**src/rtl/binary_to_bitstream_pkg.sv**
```systemverilog
// Shared types and constants for the stochastic bitstream generator.
// The full-scale constant is also used by the downstream converter.
package binary_to_bitstream_pkg;

    typedef enum logic [1:0] {
        IDLE = 2'd0,
        GEN  = 2'd1,
        DONE = 2'd2
    } state_t;

    localparam logic [15:0] LFSR_MASK    = 16'hB400;
    localparam logic [15:0] DEFAULT_SEED = 16'hACE1;
    localparam logic [15:0] FULL_SCALE   = 16'hFFFF;

    // Right-shifting Galois step, x^16+x^14+x^13+x^11+1
    function automatic logic [15:0] lfsr_step(input logic [15:0] s);
        return s[0] ? ((s >> 1) ^ LFSR_MASK) : (s >> 1);
    endfunction

endpackage

```
**src/rtl/binary_to_bitstream_lfsr16.sv**
```systemverilog
// 16-bit Galois LFSR with loadable state.
// A load and an advance on the same edge step from the loaded value.
module lfsr16
    import binary_to_bitstream_pkg::*;
#(
    parameter logic [15:0] SEED = DEFAULT_SEED
) (
    input  logic        clk,
    input  logic        rst_n,
    input  logic        advance,
    input  logic        load,
    input  logic [15:0] load_value,
    output logic [15:0] state
);

    logic [15:0] base;

    always_comb begin
        base = load ? load_value : state;
    end

    always_ff @(posedge clk or negedge rst_n) begin
        if (!rst_n) begin
            state <= SEED;
        end else if (advance) begin
            state <= lfsr_step(base);
        end else if (load) begin
            state <= base;
        end
    end

endmodule

```
**src/rtl/binary_to_bitstream.sv**
```systemverilog
// Converts a 16-bit probability into a fixed-length stochastic bitstream
// by comparing it against a free-running LFSR.
module binary_to_bitstream
    import binary_to_bitstream_pkg::*;
#(
    parameter int unsigned BITSTREAM_LENGTH = 1024,
    parameter logic [15:0] LFSR_SEED        = DEFAULT_SEED
) (
    input  logic        clk,
    input  logic        rst_n,
    input  logic        start_generation,
    input  logic [15:0] binary_value,
    input  logic        seed_load,
    input  logic [15:0] seed_value,
    output logic        bitstream,
    output logic        bit_valid,
    output logic        busy,
    output logic        generation_done
);

    localparam logic [15:0] LEN = BITSTREAM_LENGTH[15:0];

    state_t      state_q;
    state_t      state_d;
    logic [15:0] cnt_q;
    logic [15:0] cnt_d;
    logic [15:0] value_q;
    logic [15:0] value_d;
    logic [15:0] lfsr;
    logic [15:0] lfsr_eff;
    logic [15:0] seed_eff;
    logic        load;
    logic        emit;
    logic        bit_d;
    logic        done_d;

    lfsr16 #(
        .SEED(LFSR_SEED)
    ) u_lfsr (
        .clk       (clk),
        .rst_n     (rst_n),
        .advance   (emit),
        .load      (load),
        .load_value(seed_eff),
        .state     (lfsr)
    );

    // cnt_q holds the number of bits already emitted in this stream
    always_comb begin
        state_d  = state_q;
        cnt_d    = cnt_q;
        value_d  = value_q;
        emit     = 1'b0;
        done_d   = 1'b0;
        load     = (state_q == IDLE) && seed_load;
        seed_eff = (seed_value == 16'h0000) ? LFSR_SEED : seed_value;
        lfsr_eff = load ? seed_eff : lfsr;
        unique case (state_q)
            IDLE: begin
                if (start_generation) begin
                    state_d = GEN;
                    value_d = binary_value;
                    cnt_d   = 16'd1;
                    emit    = 1'b1;
                end
            end
            GEN: begin
                if (cnt_q == LEN) begin
                    state_d = DONE;
                    done_d  = 1'b1;
                end else begin
                    cnt_d = cnt_q + 16'd1;
                    emit  = 1'b1;
                end
            end
            DONE: begin
                state_d = IDLE;
            end
            default: begin
                state_d = IDLE;
            end
        endcase
        bit_d = emit && ((value_d == FULL_SCALE) || (lfsr_eff < value_d));
    end

    always_ff @(posedge clk or negedge rst_n) begin
        if (!rst_n) begin
            state_q         <= IDLE;
            cnt_q           <= 16'd0;
            value_q         <= 16'd0;
            bitstream       <= 1'b0;
            bit_valid       <= 1'b0;
            generation_done <= 1'b0;
        end else begin
            state_q         <= state_d;
            cnt_q           <= cnt_d;
            value_q         <= value_d;
            bitstream       <= bit_d;
            bit_valid       <= emit;
            generation_done <= done_d;
        end
    end

    assign busy = (state_q != IDLE);

endmodule

```
**config.mk**
```make
export PLATFORM = sky130hd
export DESIGN_NAME = binary_to_bitstream
export DESIGN_NICKNAME = d
export VERILOG_FILES = /design/src/rtl/binary_to_bitstream_pkg.sv /design/src/rtl/binary_to_bitstream_lfsr16.sv /design/src/rtl/binary_to_bitstream.sv
export SDC_FILE = /design/constraint.sdc
export NUM_CORES = 1
export LEC_CHECK = 0
export CORE_AREA = 4 4 95 133
export CTS_CLUSTER_DIAMETER = 40
export DETAILED_ROUTE_END_ITERATION = 10
export DIE_AREA = 0 0 99 137
export PLACE_DENSITY_LB_ADDON = 0.12
export SETUP_SLACK_MARGIN = 0.5
export SYNTH_ARGS = -nofsm -noshare
export SYNTH_HDL_FRONTEND = slang
export SYNTH_HIERARCHICAL = 1
export SYNTH_SLANG_ARGS = --single-unit
export TNS_END_PERCENT = 100
```
**constraint.sdc**
```tcl
create_clock -name clk -period 5.3 [get_ports clk]
set_input_delay 0.53 -clock clk [delete_from_list [all_inputs] [get_ports clk]]
set_output_delay 0.53 -clock clk [all_outputs]
set_load 0.005 [all_outputs]
```
# --- After elaboration in Yosys (flattened, before gate mapping) ---
# Cells that the tools add are included.
word_totals:
  register_bits: 53
  out_inout_bits: 4
  word_cells: 44
classes:
  addsub: 1
  magnitude_cmp: 1
  n_eq_ne: 6
  mux: 18
  bitwise: 1
  reduce_logical: 10
op_table:
  columns: ["op", "count"]
  rows:
  - ["$mux 16", 9]
  - ["$pmux 16 s2", 1]
  - ["$add 16x1->16 const B", 1]
  - ["$eq 16x11->1 const B", 1]
  - ["$eq 16x16->1 const B", 1]
  - ["$logic_not 16->1", 1]
  - ["$lt 16x16->1", 1]
  - ["$ne 2x2->1 const B", 3]
  - ["$reduce_bool 2->1", 3]
  - ["$mux 1", 4]
  - ["$mux 2", 2]
  - ["$not 3->4", 1]
  - ["$pmux 2 s2", 1]
  - ["$reduce_and 3->1", 1]
  - ["$eq 2x1->1 const B", 1]
  - ["$logic_and 1x1->1", 2]
  - ["$logic_not 2->1", 1]
  - ["$pmux 1 s2", 1]
  - ["$reduce_and 2->1", 1]
  - ["$logic_or 1x1->1", 1]

# --- Depth between registers and ports, before layout ---
# Gate-level depths: netlist (run 1).
depth:
  depth_word: 6
  depth_mapped: 11
  mapped_depth_nobuf: 10

# --- By module ---
# Netlist (run 1), hierarchy kept.
modules_own_cells:
  columns: ["module", "instances", "cells_each", "area_each_um2", "seq_area_each_um2"]
  rows:
  - ["binary_to_bitstream", 1, 241, 2396.0, 925.9]
  - ["lfsr16", 1, 42, 887.1, 410.4]

# --- Least setup slack after synthesis (run 1) ---
# No wires, ideal clock.
synth_timing:
  kind: "input port to flip-flop"
  startpoint: "input seed_load"
  endpoint: "register bitstream"
  arrival_time_ps: 2675
  required_ps: 5190
  path_slack_ps: 2515
  path_stages: 9
  path_cell_list: "nor3b_2 buf_2 mux2_2 ha_1 a211oi_1 o21ai_0 a311oi_1 a21oi_1 o41ai_1"
synth_between:
  elab_chain_len: 5
synth_rtl:
  columns: ["element", "line_no", "rtl"]
  rows:
  - ["start, declared", "binary_to_bitstream.sv:13", "input logic seed_load,"]
  - ["$logic_and 1x1->1", "binary_to_bitstream.sv:55", "load = (state_q == IDLE) && seed_load;"]
  - ["named net load", "binary_to_bitstream.sv:32", "logic load;"]
  - ["$mux 16", "binary_to_bitstream.sv:57", "lfsr_eff = load ? seed_eff : lfsr;"]
  - ["$lt 16x16->1", "binary_to_bitstream.sv:83", "bit_d = emit && ((value_d == FULL_SCALE) || (lfsr_eff < value_d));"]
  - ["$logic_or 1x1->1", "binary_to_bitstream.sv:83", null]
  - ["$logic_and 1x1->1", "binary_to_bitstream.sv:83", null]
  - ["named net bit_d", "binary_to_bitstream.sv:34", "logic bit_d;"]
  - ["end signal, assigned", "binary_to_bitstream.sv:98", "bitstream <= bit_d;"]
  - ["end, declared", "binary_to_bitstream.sv:15", "output logic bitstream,"]
# The timed path passes the listed nets, and every way through them passes these cells.
# A chain may end at the register's enable or synchronous reset.

# --- Final worst setup path (run 1) ---
layout_timing:
  startpoint: "input seed_value[12]"
  endpoint: "register bitstream"
layout_between:
  elab_chain_len: 6
layout_rtl:
  columns: ["element", "line_no", "rtl"]
  rows:
  - ["start, declared", "binary_to_bitstream.sv:14", "input logic [15:0] seed_value,"]
  - ["$logic_not 16->1", "binary_to_bitstream.sv:56", "seed_eff = (seed_value == 16'h0000) ? LFSR_SEED : seed_value;"]
  - ["$mux 16", "binary_to_bitstream.sv:56", null]
  - ["named net seed_eff[6]", "binary_to_bitstream.sv:31", "logic [15:0] seed_eff;"]
  - ["$mux 16", "binary_to_bitstream.sv:57", null]
  - ["$lt 16x16->1", "binary_to_bitstream.sv:83", null]
  - ["$logic_or 1x1->1", "binary_to_bitstream.sv:83", null]
  - ["$logic_and 1x1->1", "binary_to_bitstream.sv:83", null]
  - ["named net bit_d", "binary_to_bitstream.sv:34", null]
# The timed path passes the listed nets, and every way through them passes these cells.

==> reports/qor.txt, run 1 <==
status - completed
Synth async-reset ratio - 100.0%
Final Hold Fails - 0
Worst slew margin - 41.64%
clk sink count - 53
#FFs+latches synth - 53
vias per cell - 4.972
r2r worst-path depth - 9
most frequent cells in the layout - dfrtp_1 (45), clkdlybuf4s50_1 (38), inv_1 (23), ha_1 (17), mux2i_1 (16)
die width - 99 um
xor/xnor share of the synthesized area - 4.002%
Crit. End Element - flop
worst slew pin tran - 0.8745 ns
Worst Skew - 0.01194 ns
CP Class - in -> reg
Compound-Gate Fraction of Synth Area - 7.050%
post_cts resized - 0
post-placement worst setup slack - 1.683 ns
I/O pin count - 40
grt ovf - 0
syn avg cell area - 11.60 um^2
CTS H-Tree Depth - 2
Worst Setup Slack, final - 1.979 ns
routability cong. - 0.7431
clock tree buffer depth - 2
# hold bufs at CTS - 0
DRT Wirelength - 7939 um
Tot GR Track Use - 12.25%
total nets after synthesis - 336
worst skew pair latency - 0.30 ns
synthesized cell area - 3283 um^2
CP required - 5.48 ns
CTS root buf - clkbuf_16
cts bufs inserted - 5
post-synthesis adder-cell area fraction - 6.479%
Setup violations, final - 0
unrepaired setup endpoints after global routing - false
area occupied by multi-input gates - 1752 um^2
Area Overhead vs Synth - 19.63%
max-slew violation count - 0
Final Cycle Share - 62.67%
initial antenna violation count - 0
Power Density - 472.2 nW/um^2
proportion of synthesized area in mux cells - 21.68%
post-synthesis simple-gate area fraction - 13.76%
# diodes - 0
row count - 46
nets@finish - 369
Placed Area - 3785 um^2
first-pass GRT wire length - 12980 um
Total Die Area - 13560 um^2
clk slew on worst S/H paths - 0.07 ns
core area - 11340 um^2
share of cells above drive strength 1 - 17.67%
Post-Syn Instances - 283
routed len/inst - 17.22 um
Die Ht - 137 um
initial DRC count - 68
vias in the first global route - 2421
Routed Antenna Nets - 0
# port buffers - 39
Fmax achieved - 301.1 MHz
largest net degree at the start of global routing - 54
drt pass-1 iters - 4
overall power - 1.854 mW
DRC errors left - 0
CP Launch Type - input port
synth warn - 6
max-cap violations - 0
CTS tree - built
Post-CTS Repair Setup Buffers - 0
Lkg Pwr - 1.597 nW
number of fill cells - 1106
Sum Neg Setup Slack - 0 ns
Min-Delay Path Class - in -> async
Initial Util - 28.96%
VDD IR max - 0.0001571 V
ys flop type - dfrtp_1
WP data arrival - 3.50 ns
register area share after synthesis - 40.70%
post-route cell area - 3928 um^2
FF/Latch Area - 1336 um^2
Post-synth EDFFs - 0
DP HPWL - 6035 um
Synth cell types - 48
detailed-route via count - 2292
largest family of logic cells by synthesized area - multiplexers
post-layout min period - 3.321 ns
worst-path fanout max - 9
most common cell after layout, fill and taps aside - dfrtp_1
-- cell type report --
class	count	area share, %
Clock buffer	5	3.186
Timing Repair Buffer	45	10.96
Tap cell	144	4.587
Clock inverter	3	0.4460
Inverter	23	2.198
Sequential cell	53	34.02
Multi-Input combinational cell	188	44.60
-- state kept, by name, indices dropped and copies added (netlist names) --
| name | cells |
|---|---|
| u_lfsr/state | 16 |
| bit_valid | 1 |
| generation_done | 1 |
| cnt_q | 16 |
| bitstream | 1 |
| state_q | 2 |
| value_q | 16 |
-- cells in the mapped netlist, drive strengths merged (2+ instances only) --
cell type	n	area, um^2
o31ai	4	30.03
nand2	6	22.52
nor2	13	48.80
nor3	2	10.01
mux2i	16	160.2
buf	11	91.34
inv	23	86.33
a21oi	10	53.80
mux2	15	168.9
xnor2	4	35.03
and3	5	31.28
o211ai	2	15.01
xor2	11	96.34
and4	2	17.52
ha	17	212.7
dfstp	8	210.2
nand3	7	35.03
nor3b	6	55.05
nor4	6	37.54
dfrtp	45	1126
nand2b	7	43.79
nor4b	2	17.52
a21o	2	15.01
or4	3	22.52
a211oi	3	22.52
o21ai	7	35.03
clkbuf	8	30.03
or3	2	12.51
nand4	9	62.56
mux4	16	382.9
-- power by group --
group / switching (mW) / total, mW / internal, mW
sequential: 0.124 / 0.719 / 0.595
clock: 0.155 / 0.329 / 0.174
combinational: 0.383 / 0.807 / 0.424
total: 0.662 / 1.85 / 1.19
-- metrics by stage --
| step | utilization (%) | hold slack, ns | cells |
|---|---|---|---|
| 2_1_floorplan | - | 0.2344 | 283 |
| 3_3_place_gp | 33.38 | 0.5126 | 453 |
| 3_5_place_dp | 33.38 | 0.5124 | 453 |
| 4_1_cts | 34.64 | 0.4007 | 461 |
| 6_report | 34.64 | 0.3585 | 461 |
| 5_1_grt | 34.64 | 0.4405 | 461 |
-- critical path, cell delays in order --
cell and delay [ns]:
clkdlybuf4s50_1 0.47, nor4_1 0.41, nand4_1 0.45, nand2b_1 0.27, mux2_2 0.18, ha_1 0.23
a21o_1 0.18, a21o_1 0.19, a311oi_1 0.25, a21oi_1 0.10, o41ai_1 0.24
-- cell families (layout without fill, tap and decap cells) --
kind of cell / count (synthesis) / in the layout
DFF: 53 / 53
muxes: 47 / 47
xor gates and xnor gates: 15 / 15
buffers and inverters: 42 / 76
AOI/OAI and AO/OA: 34 / 34
adders and majority gates: 17 / 17
and+or+nand+nor: 75 / 75
-- worst paths after layout --
path                                     start           to  slack [ns]
worst max-delay path            seed_value[12]    bitstream        1.98
worst min-delay path                     rst_n     cnt_q[5]        0.36
worst max register to register      state_q[0]    bitstream        2.22
worst min register to register     value_q[11]  value_q[11]        0.52
max in group asynchronous                rst_n   value_q[8]        4.47
min in group clk                   value_q[11]  value_q[11]        0.52
-- layer usage --
| layer | track usage, % | wire length [um] | vias to the layer above |
|---|---|---|---|
| li1 | - | - | 1105 |
| met3 | 2.142 | 250 | 6 |
| met1 | 15.49 | 3506 | 1142 |
| met2 | 21.30 | 4084 | 39 |
| met4 | 3.569 | 98 | 0 |
| met5 | 0 | 0 | - |
Power figures use the tool's default switching activity.
==> run 2, diff against run 1 <==
==> constraint.sdc (replaced) <==
create_clock -name clk -period 3.42 [get_ports clk]
set_input_delay 0.342 -clock clk [delete_from_list [all_inputs] [get_ports clk]]
set_output_delay 0.342 -clock clk [all_outputs]
set_load 0.005 [all_outputs]
==> reports/qor.txt, run 2 (same netlist as run 1, synthesis figures left out) <==
max-cap violations - 0 (unchanged)
CTS H-Tree Depth - 2 (unchanged)
die width - 99 um (unchanged)
DP HPWL - 6047 um (was 6035 um)
placed cell count - 455 (was 453)
core area - 11340 um^2 (unchanged)
CP delay by family, top - compound AO/OA/AOI/OAI gates (was simple AND/OR/NAND/NOR gates)
number of fill cells - 1140 (was 1106)
largest net degree at the start of global routing - 38 (was 54)
drt pass-1 iters - 4 (unchanged)
Total Die Area - 13560 um^2 (unchanged)
Lkg Pwr - 1.628 nW (was 1.597 nW)
DRT Wirelength - 7950 um (was 7939 um)
worst-path fanout max - 7 (was 9)
most common cell after layout, fill and taps aside - dfrtp_1 (unchanged)
Crit. End Element - flop (unchanged)
grt ovf - 0 (unchanged)
initial antenna violation count - 0 (unchanged)
Fmax achieved - 375.1 MHz
Worst slew margin - 64.22% (was 41.64%)
cts bufs inserted - 5 (unchanged)
# diodes - 0 (unchanged)
vias per cell - 5.017 (was 4.972)
Final Cycle Share - 77.95%
clk sink count - 53 (unchanged)
Top Registers - cnt_q: 16 flops, u_lfsr/state: 16 flops, value_q: 16 flops (unchanged)
row count - 46 (unchanged)
Tot GR Track Use - 12.52% (was 12.25%)
CTS tree - built (unchanged)
DRC errors left - 0 (unchanged)
routed len/inst - 17.10 um (was 17.22 um)
status - completed (unchanged)
max-slew violation count - 0 (unchanged)
Worst Skew - 0.009954 ns (was 0.01194 ns)
Die Ht - 137 um (unchanged)
VDD IR max - 0.0002359 V (was 0.0001571 V)
Finished Layout Cells - 465 (was 461)
routability cong. - 0.8004 (was 0.7431)
vias in the first global route - 2501 (was 2421)
Sum Neg Setup Slack - 0 ns (unchanged)
R2R Setup Slk - 0.75 ns (was 2.22 ns)
clock tree buffer depth - 2 (unchanged)
CP required - 3.61 ns (was 5.48 ns)
highest-delay cell along the critical path - dfrtp_1 (was clkdlybuf4s50_1)
# port buffers - 39 (unchanged)
Setup violations, final - 0 (unchanged)
CP Class - reg -> reg (was in -> reg)
unrepaired setup endpoints after global routing - false (unchanged)
clk slew on worst S/H paths - 0.07 ns (about the same)
Area Overhead vs Synth - 21.38% (was 19.63%)
nets@finish - 373 (was 369)
WP data arrival - 2.86 ns (was 3.50 ns)
post-layout min period - 2.666 ns
Critical path buffers and inverters - 1 (unchanged)
Min-Delay Path Class - in -> async (unchanged)
CP Launch Type - flop (was input port)
detailed-route via count - 2333 (was 2292)
CTS root buf - clkbuf_16 (unchanged)
Routed Antenna Nets - 0 (unchanged)
worst skew pair latency - 0.29 ns (was 0.30 ns)
final core utilization - 35.15% (was 34.64%)
I/O pin count - 40 (unchanged)
Initial Util - 28.96% (unchanged)
share of cells above drive strength 1 - 18.69% (was 17.67%)
critical path, cell by cell - nor3b_4, buf_4, mux2_2, ha_1, a211oi_1, o21ai_0, a311oi_1, a21oi_1, o41ai_1 (was clkdlybuf4s50_1, nor4_1, nand4_1, nand2b_1, mux2_2, ha_1, a21o_1, a21o_1, a311oi_1, a21oi_1, o41ai_1)
CP max stage delay - 0.48 ns (was 0.47 ns)
first-pass GRT wire length - 13170 um (was 12980 um)
initial DRC count - 85 (was 68)
Power Density - 733.6 nW/um^2 (was 472.2 nW/um^2)
Final Hold Fails - 0 (unchanged)
worst slew pin tran - 0.5366 ns (was 0.8745 ns)
most frequent cells in the layout - dfrtp_1 (45), clkdlybuf4s50_1 (38), inv_1 (23), ha_1 (17), mux2i_1 (16) (unchanged)
-- run 2: cell types whose count changed in the layout (fill, tap and decap cells not counted) --
cell and change:
buf_12 +1, clkinv_2 -1, clkbuf_8 +2, clkinvlp_4 -1, buf_4 +3
-- run 2: area by class of cell --
cell class	instances	area (um^2)	area share, %
Timing Repair Buffer	49	473.0	11.87
Inverter	23	86.33	2.166
Tap cell	144	180.2	4.521
Multi-Input combinational cell	188	1752	43.96
Clock inverter	1	5.005	0.1256
Sequential cell	53	1336	33.53
Clock buffer	7	152.6	3.830
-- run 2: routing by layer --
layer	vias up	routed length, um	global-route usage [%]
li1	1112	-	-
met5	-	0	0
met1	1165	3506	15.88
met3	5	235	2.244
met2	51	4111	21.82
met4	0	96	3.417
-- run 2: final timing paths --
path                            start          endpoint  cells after the start
min in group clk           value_q[0]        value_q[0]                      2
max in group asynchronous       rst_n  u_lfsr/state[10]                      2
setup / recovery           state_q[1]         bitstream                      9
hold / removal                  rst_n         cnt_q[15]                      1
setup reg to reg           state_q[1]         bitstream                      9
hold reg to reg            value_q[0]        value_q[0]                      2
-- run 2: power breakdown --
group / switching (mW) / internal [mW]
clock network: 0.236 / 0.311
registers: 0.199 / 0.922
logic: 0.589 / 0.667
total: 1.02 / 1.90
-- run 2: stage by stage --
| stage | setup slack, ns | hold WS, ns | power (mW) | area [um^2] |
|---|---|---|---|---|
| after floorplan | 0.7220 | 0.04641 | 2.018 | 3283 |
| after global placement | 0.3248 | 0.3661 | 2.396 | 3812 |
| after detailed placement | 0.3037 | 0.3644 | 2.406 | 3812 |
| after CTS | 0.6007 | 0.04559 | 2.970 | 3970 |
| after global routing | 0.5986 | 0.06378 | 3.174 | 3985 |
| final | 0.7540 | 0.01334 | 2.923 | 3985 |
-- run 2: what timing repair did --
item	4_1_cts	5_1_grt
endpoints found under the hold margin	0	0
setup endpoints to repair	0	1
resized for setup	0	0
hold buffers	0	0
setup buffers	0	2
